===== config.mk =====
export PLATFORM = sky130hd
export DESIGN_NAME = seq101_frame_tx
export DESIGN_NICKNAME = d
export VERILOG_FILES = /design/src/rtl/seq101_frame_tx.sv
export SDC_FILE = /design/constraint.sdc
export NUM_CORES = 1
export LEC_CHECK = 0
export CAP_MARGIN = 20
export CORE_UTILIZATION = 34
export CTS_CLUSTER_SIZE = 14
export DETAILED_ROUTE_END_ITERATION = 10
export PLACE_DENSITY = 0.59
export SLEW_MARGIN = 20
export SYNTH_ARGS = -nofsm -noshare
export SYNTH_HDL_FRONTEND = slang
export SYNTH_SLANG_ARGS = --single-unit

===== constraint.sdc =====
create_clock -name clk -period 3.2 [get_ports clk]
set_clock_uncertainty 0.05 [all_clocks]
set_input_delay 0.48 -clock clk [delete_from_list [all_inputs] [get_ports clk]]
set_output_delay 0.48 -clock clk [all_outputs]
set_load 0.01 [all_outputs]

===== src/rtl/seq101_frame_tx.sv =====
// Serial frame transmitter: sync marker 1,0,1, payload MSB first, odd parity, guard 0.
// All outputs come straight from flops; they are computed from the next state.
module seq101_frame_tx #(
    parameter int unsigned DATA_W = 8
) (
    input  logic              clk,
    input  logic              rst_n,
    input  logic              start,
    input  logic [DATA_W-1:0] data,
    output logic              x_out,
    output logic              x_valid,
    output logic              busy,
    output logic              done
);

    localparam logic [2:0] StIdle  = 3'd0;
    localparam logic [2:0] StSync  = 3'd1;
    localparam logic [2:0] StData  = 3'd2;
    localparam logic [2:0] StPar   = 3'd3;
    localparam logic [2:0] StGuard = 3'd4;

    // One counter serves both the sync marker (0..2) and the payload (0..DATA_W-1).
    localparam int unsigned CntW = (DATA_W > 4) ? $clog2(DATA_W) : 2;
    localparam logic [CntW-1:0] SyncLast = CntW'(2);
    localparam logic [CntW-1:0] BitLast  = CntW'(DATA_W - 1);
    localparam logic [CntW-1:0] SyncZero = CntW'(1);

    logic [2:0]        state_q, state_d;
    logic [CntW-1:0]   cnt_q, cnt_d;
    logic [DATA_W-1:0] shreg_q, shreg_d;
    logic              par_q, par_d;
    logic              x_out_q, x_out_d;
    logic              x_valid_q, x_valid_d;
    logic              busy_q, busy_d;
    logic              done_q, done_d;

    always_comb begin
        state_d = state_q;
        cnt_d   = cnt_q;
        shreg_d = shreg_q;
        par_d   = par_q;
        case (state_q)
            StIdle: begin
                if (start) begin
                    state_d = StSync;
                    cnt_d   = '0;
                    shreg_d = data;
                    par_d   = ~^data;
                end
            end
            StSync: begin
                if (cnt_q == SyncLast) begin
                    state_d = StData;
                    cnt_d   = '0;
                end else begin
                    cnt_d = cnt_q + CntW'(1);
                end
            end
            StData: begin
                shreg_d = shreg_q << 1;
                if (cnt_q == BitLast) begin
                    state_d = StPar;
                    cnt_d   = '0;
                end else begin
                    cnt_d = cnt_q + CntW'(1);
                end
            end
            StPar: begin
                state_d = StGuard;
            end
            StGuard: begin
                state_d = StIdle;
            end
            default: begin
                state_d = StIdle;
                cnt_d   = '0;
                shreg_d = '0;
                par_d   = 1'b0;
            end
        endcase
    end

    // Outputs decode the state being entered, so they line up with it after the edge.
    always_comb begin
        x_out_d   = 1'b0;
        x_valid_d = 1'b0;
        busy_d    = 1'b0;
        done_d    = 1'b0;
        case (state_d)
            StSync: begin
                x_out_d   = (cnt_d != SyncZero);
                x_valid_d = 1'b1;
                busy_d    = 1'b1;
            end
            StData: begin
                x_out_d   = shreg_d[DATA_W-1];
                x_valid_d = 1'b1;
                busy_d    = 1'b1;
            end
            StPar: begin
                x_out_d   = par_d;
                x_valid_d = 1'b1;
                busy_d    = 1'b1;
            end
            StGuard: begin
                x_valid_d = 1'b1;
                busy_d    = 1'b1;
                done_d    = 1'b1;
            end
            default: begin
                x_out_d = 1'b0;
            end
        endcase
    end

    always_ff @(posedge clk or negedge rst_n) begin
        if (!rst_n) begin
            state_q   <= StIdle;
            cnt_q     <= '0;
            shreg_q   <= '0;
            par_q     <= 1'b0;
            x_out_q   <= 1'b0;
            x_valid_q <= 1'b0;
            busy_q    <= 1'b0;
            done_q    <= 1'b0;
        end else begin
            state_q   <= state_d;
            cnt_q     <= cnt_d;
            shreg_q   <= shreg_d;
            par_q     <= par_d;
            x_out_q   <= x_out_d;
            x_valid_q <= x_valid_d;
            busy_q    <= busy_d;
            done_q    <= done_d;
        end
    end

    assign x_out   = x_out_q;
    assign x_valid = x_valid_q;
    assign busy    = busy_q;
    assign done    = done_q;

endmodule


== Word-level counts from Yosys, hierarchy flattened ==
Index checks and enable logic that the tools add are counted.

* Register bits: 18
* Latch bits: 0
* Bits in writable memories: 0
* Memory bits (read-only): 0
* Input bits: 11
* Output and inout bits: 4
* Logic and storage cells: 44
* Memories: 0

* Add/subtract/negate cells: 1
* $mul: 0
* Divide/modulo/power cells: 0
* Magnitude comparators: 0
* Equal/unequal tests: 12
* Shift operators: 0
* Multiplexer cells: 15
* Bitwise gates (word level): 1
* Reductions and logical operators: 7

{| class="wikitable"
|+ Operator list
! operator !! count
|-
| 3-bit case mux with 4 select lines || 2
|-
| 8-bit case mux with 3 select lines || 1
|-
| 3-bit 2-to-1 mux || 6
|-
| 3-bit by 2-bit == test with 1-bit output, second input constant || 5
|-
| 3-bit == test, second input constant || 3
|-
| 8-bit 2-to-1 mux || 1
|-
| 4-bit OR reduction || 2
|-
| 8-bit XNOR reduction || 1
|-
| 3-bit by 1-bit == test with 1-bit output, second input constant || 2
|-
| 3-bit by 1-bit adder with 3-bit output, second input constant || 1
|-
| 3-bit logical NOT || 1
|-
| 1-bit 2-to-1 mux || 3
|-
| 3-bit by 1-bit inequality test with 1-bit output, second input constant || 1
|-
| 1-bit case mux with 3 select lines || 1
|-
| 3-bit OR reduction || 1
|-
| 2-bit inequality test, second input constant || 1
|-
| 1-bit case mux with 2 select lines || 1
|-
| 2-bit AND reduction || 1
|-
| 2-bit OR reduction || 1
|-
| 1-bit NOT || 1
|}

== Logic depth before layout (Yosys ltp) ==
* Depth in word-level cells: 6
* Gate-level depth with buffers: 7
* Depth with buffers taken out: 7

== Worst setup path before layout ==
No wires, ideal clock.

* Path type: reg-to-reg
* From: register cnt_q[0]
* To: register x_out_q (netlist: x_out)
* Library setup time: 126 ps
* Arrival: 1525 ps
* Required time: 3024 ps
* Slack: 1499 ps
* Stages on the path, launching flop included: 7
* Path buffers: 0
* Period minus slack after synthesis: 1701 ps
* Cells stage by stage: dfrtp_1 > ha_1 > ha_1 > o22ai_1 > a22o_4 > a31oi_1 > a311o_1

* Word-level cells in the longest chain between the ends: 5
* Elaborated cells on any way between the ends: 15
* Classes of those cells: 1 x add/sub; 6 x eq/ne; 8 x mux

{| class="wikitable"
|+ RTL lines
! element !! RTL line !! source
|-
| start, declared || 29 || <nowiki>logic [CntW-1:0] cnt_q, cnt_d;</nowiki>
|-
| start signal, assigned || 128 || <nowiki>cnt_q <= cnt_d;</nowiki>
|-
| 3-bit by 1-bit adder with 3-bit output, or another cell as far along || 56, 65 ||
|-
| 3-bit 2-to-1 mux, on equally long branches || 61, 52 ||
|-
| 3-bit case mux with 4 select lines (*) || 42 || <nowiki>case (state_q)</nowiki>
|-
| via cnt_d[0] || 29 ||
|-
| 3-bit by 1-bit inequality test with 1-bit output (*) || 91 || <nowiki>x_out_d = (cnt_d != SyncZero);</nowiki>
|-
| 1-bit case mux with 3 select lines (*) || 89 || <nowiki>case (state_d)</nowiki>
|-
| via x_out_d || 32 || <nowiki>logic x_out_q, x_out_d;</nowiki>
|-
| end signal, assigned || 131 || <nowiki>x_out_q <= x_out_d;</nowiki>
|-
| end, declared || 32 ||
|}

The timed path passes the listed nets; every way through them passes the cells marked *.
A chain may end at the register's enable or synchronous reset.

== Worst setup path after layout ==
* From: input start
* To: register x_out_q (netlist: x_out)

* Word-level cells in the longest chain between the ends: 4
* Elaborated cells on any way between the ends: 13
* Classes of those cells: 4 x eq/ne; 9 x mux

{| class="wikitable"
|+ RTL lines
! element !! RTL line !! source
|-
| start, declared || 8 || <nowiki>input logic start,</nowiki>
|-
| 3-bit 2-to-1 mux || 44 || <nowiki>if (start) begin</nowiki>
|-
| 3-bit case mux with 4 select lines || 42 ||
|-
| 3-bit by 1-bit inequality test with 1-bit output, or another cell as far along || 91 ||
|-
| 1-bit case mux with 3 select lines (*) || 89 ||
|-
| via x_out_d || 32 ||
|}

The timed path passes the listed nets; every way through them passes the cells marked *. The select of a mux whose other input is x is not followed.

==> impl_metrics.py <==
metrics = {
    "status": {
        "status": "finished clean",
    },
    "critical_path": {
        "slowest_stage": "clkdlybuf4s50_1",
        "critical_path_class": "input pin to register",
        "end_kind": "register",
        "worstSetupStartpointType": "input pin",
        "crit_chain": "clkdlybuf4s50_1 -> nor2b_1 -> o22ai_4 -> a22oi_1 -> a31oi_1 -> a311o_1",
        "crit_required_ns": 3.33,
        "slowest_delay_ns": 0.53,
        "cp_max_fo": 5,
        "arrival_ns": 2.16,
    },
    "floorplanning": {
        "dieArea_mm2": 0.00296,
        "die_h_um": 54.4,
        "rows": 18,
        "initial_core_util_pct": 36.7,
        "die_width_um": 54.4,
        "core_region_area_mm2": 0.00254,
        "ios": 15,
    },
    "clock_network": {
        "htreeDepth": 1,
        "cts_root_buf": "clkbuf_4",
        "cts_buffer_depth": 2,
        "cts_resized": 0,
        "cts_setup_buffers": 0,
        "clk_latency_ns": 0.29,
        "cts_tree": "built",
        "clock-sinks": 18,
        "ctsHoldBuffers": 0,
        "cts_buffers": 3,
        "clk_pin_slew_ns": 0.09,
    },
    "timing": {
        "fin_crit_sh_pct": 63.3,
        "rsz0062_at_grt": "no",
        "finalMaxSlewViolations": 0,
        "max-slew-margin-rel_pct": 46.5,
        "fmax_ghz": 0.493,
        "finalSetupViolations": 0,
        "tns_ns": 0,
        "tightest_slew_ns": 0.800,
        "hold_slack_ns": 0.445,
        "finalHoldViolCount": 0,
        "fin_crit_ns": 2.03,
    },
    "placement": {
        "dp_cells": 127,
        "dpl-instance-area_mm2": 0.00109,
        "numPortBuffers": 14,
        "place_hpwl_mm": 1.28,
        "gp_congestion": 0.738,
    },
    "cells_and_area": {
        "fin_area_mm2": 0.00111,
        "fillCellCount": 245,
        "fin_cells": 130,
        "register_area_um2": 450,
        "final_layout_size_suffix_gt1_share_pct": 8.00,
        "nets": 116,
        "multi_input_area_um2": 422,
        "synthToLayoutAreaGrowth_pct": 18.9,
        "n_antenna_cell": 0,
    },
    "yosys": {
        "syn-cell-area_um2": 933,
        "ys_types": 32,
        "async_flop_share_pct": 100,
        "synth_commonest_cells": "18 x dfrtp_1, 10 x inv_1, 8 x nor2_1",
        "synth_seq_cells": 18,
        "yosysTopAreaCell": "dfrtp_1",
        "synth_top_area_share_pct": 48.3,
        "syn_nets": 100,
        "avgSynthCellArea_um2": 10.9,
        "yosysMostFrequentCell": "dfrtp_1",
        "synth_cells": 86,
        "synth.area.top_cells": "dfrtp_1 48%, a222oi_1 6.4%, xnor2_1 5.6%",
        "yosysWarnings": 0,
        "synthFlopType": "dfrtp_1",
        "synth_edf_count": 0,
        "yosysSeqAreaShare_pct": 48.3,
    },
    "routing": {
        "drtPass1Iterations": 4,
        "drcViolationCount": 0,
        "viasPerCell": 5.28,
        "wire_per_inst_um": 13.1,
        "dr.first_iter.drc_count": 35,
        "detail-route-antenna-nets": 0,
        "vias": 686,
        "routed_wl_mm": 1.70,
    },
    "hold_path": {
        "min_path_type": "register to register",
    },
    "power_and_ir_drop": {
        "internal_power_uw": 581,
        "p_leak_nw": 0.521,
        "p_comb_share_pct": 46.5,
        "swShare_pct": 38.2,
        "p_sw_uw": 359,
        "seqPwrFrac_pct": 41.6,
        "peakVddDrop_uv": 494,
        "p_clk_share_pct": 11.9,
        "p_per_area_mw_per_mm2": 847,
    },
    "global_route": {
        "grt_pass1_wl_mm": 2.91,
        "grt-ovfl-total": 0,
        "grt_max_degree": 19,
        "grt_pass1_vias": 665,
        "grt_usage_pct": 13.8,
        "antenna_found_initial": 0,
    },
    "job": {
        "cap_violations": 0,
    },
}
routing by layer:
| layer | up-vias | routed length [um] | GRT usage [%] |
|---|---|---|---|
| li1 | 338 | - | - |
| met2 | 18 | 793 | 20.9 |
| met3 | 0 | 88 | 5.00 |
| met5 | - | 0 | 0 |
| met4 | 0 | 0 | 1.28 |
| met1 | 330 | 819 | 19.3 |
power groups by stage:
stage,clock network (mW),registers [mW],logic [mW]
final,0.112,0.391,0.437
after floorplan,0,0.380,0.348
after detailed placement,0,0.396,0.440
after CTS,0.115,0.391,0.442
after global routing,0.123,0.404,0.497
after global placement,0,0.396,0.437
cell families (layout without fill, tap and decap cells):
kind of cell / count (synthesis) / count (layout) / synth area share [%]
fa+ha+maj: 3 / 3 / 4.02
simple gates: 22 / 22 / 11.8
buf+inv: 13 / 27 / 6.57
flops: 18 / 18 / 48.3
xor+xnor: 7 / 7 / 6.57
compound gates: 23 / 23 / 22.8
stage by stage:
| step | power, mW | util (%) | setup slack (ns) |
|---|---|---|---|
| 2_1_floorplan | 0.727 | - | 1.50 |
| 3_3_place_gp | 0.832 | 42.7 | 0.904 |
| 3_5_place_dp | 0.835 | 42.7 | 0.844 |
| 4_1_cts | 0.948 | 43.6 | 1.16 |
| 5_1_grt | 1.02 | 43.6 | 1.01 |
| 6_report | 0.940 | 43.6 | 1.17 |
flip-flops by register name, summed over array words and instances (netlist names):
| signal | cells |
|---|---|
| shreg_q | 8 |
| par_q | 1 |
| state_q | 3 |
| cnt_q | 3 |
| done | 1 |
| busy | 1 |
| x_out | 1 |
final timing paths:
path	from	to	slack, ns	cells past startpoint
hold reg to reg	shreg_q[3]$_DFFE_PN0P_	shreg_q[4]$_DFFE_PN0P_	0.44	2
min in group asynchronous	rst_n	state_q[2]$_DFF_PN0_	0.59	1
setup / recovery	start	x_out$_DFF_PN0_	1.17	6
max in group asynchronous	rst_n	shreg_q[3]$_DFFE_PN0P_	2.01	1
hold / removal	shreg_q[3]$_DFFE_PN0P_	shreg_q[4]$_DFFE_PN0P_	0.44	2
setup reg to reg	state_q[2]$_DFF_PN0_	x_out$_DFF_PN0_	1.31	5
area by class of cell:
type / instances / area share [%]
Multi-Input combinational cell: 55 / 38.0
Tap cell: 30 / 3.38
Timing Repair Buffer: 14 / 12.6
Sequential cell: 18 / 40.6
Clock buffer: 3 / 2.03
Inverter: 10 / 3.38
critical path, delay by kind of cell:
kind                   cells  cell delay, ns
AO/OA/AOI/OAI              4            0.81
buffers and inverters      1            0.53
AND/OR/NAND/NOR            1            0.32
placed cells by master, fill, tap and decap left out, types with 2 or more instances in the layout:
cell type / n
o21ai_0: 3
nor2_1: 8
clkdlybuf4s50_1: 14
nor2b_1: 2
ha_1: 3
dfrtp_1: 18
nand2_1: 6
a22o_1: 2
clkbuf_4: 3
xnor2_1: 6
inv_1: 10
a222oi_1: 6
No activity file was read; power rests on OpenSTA's default activity.
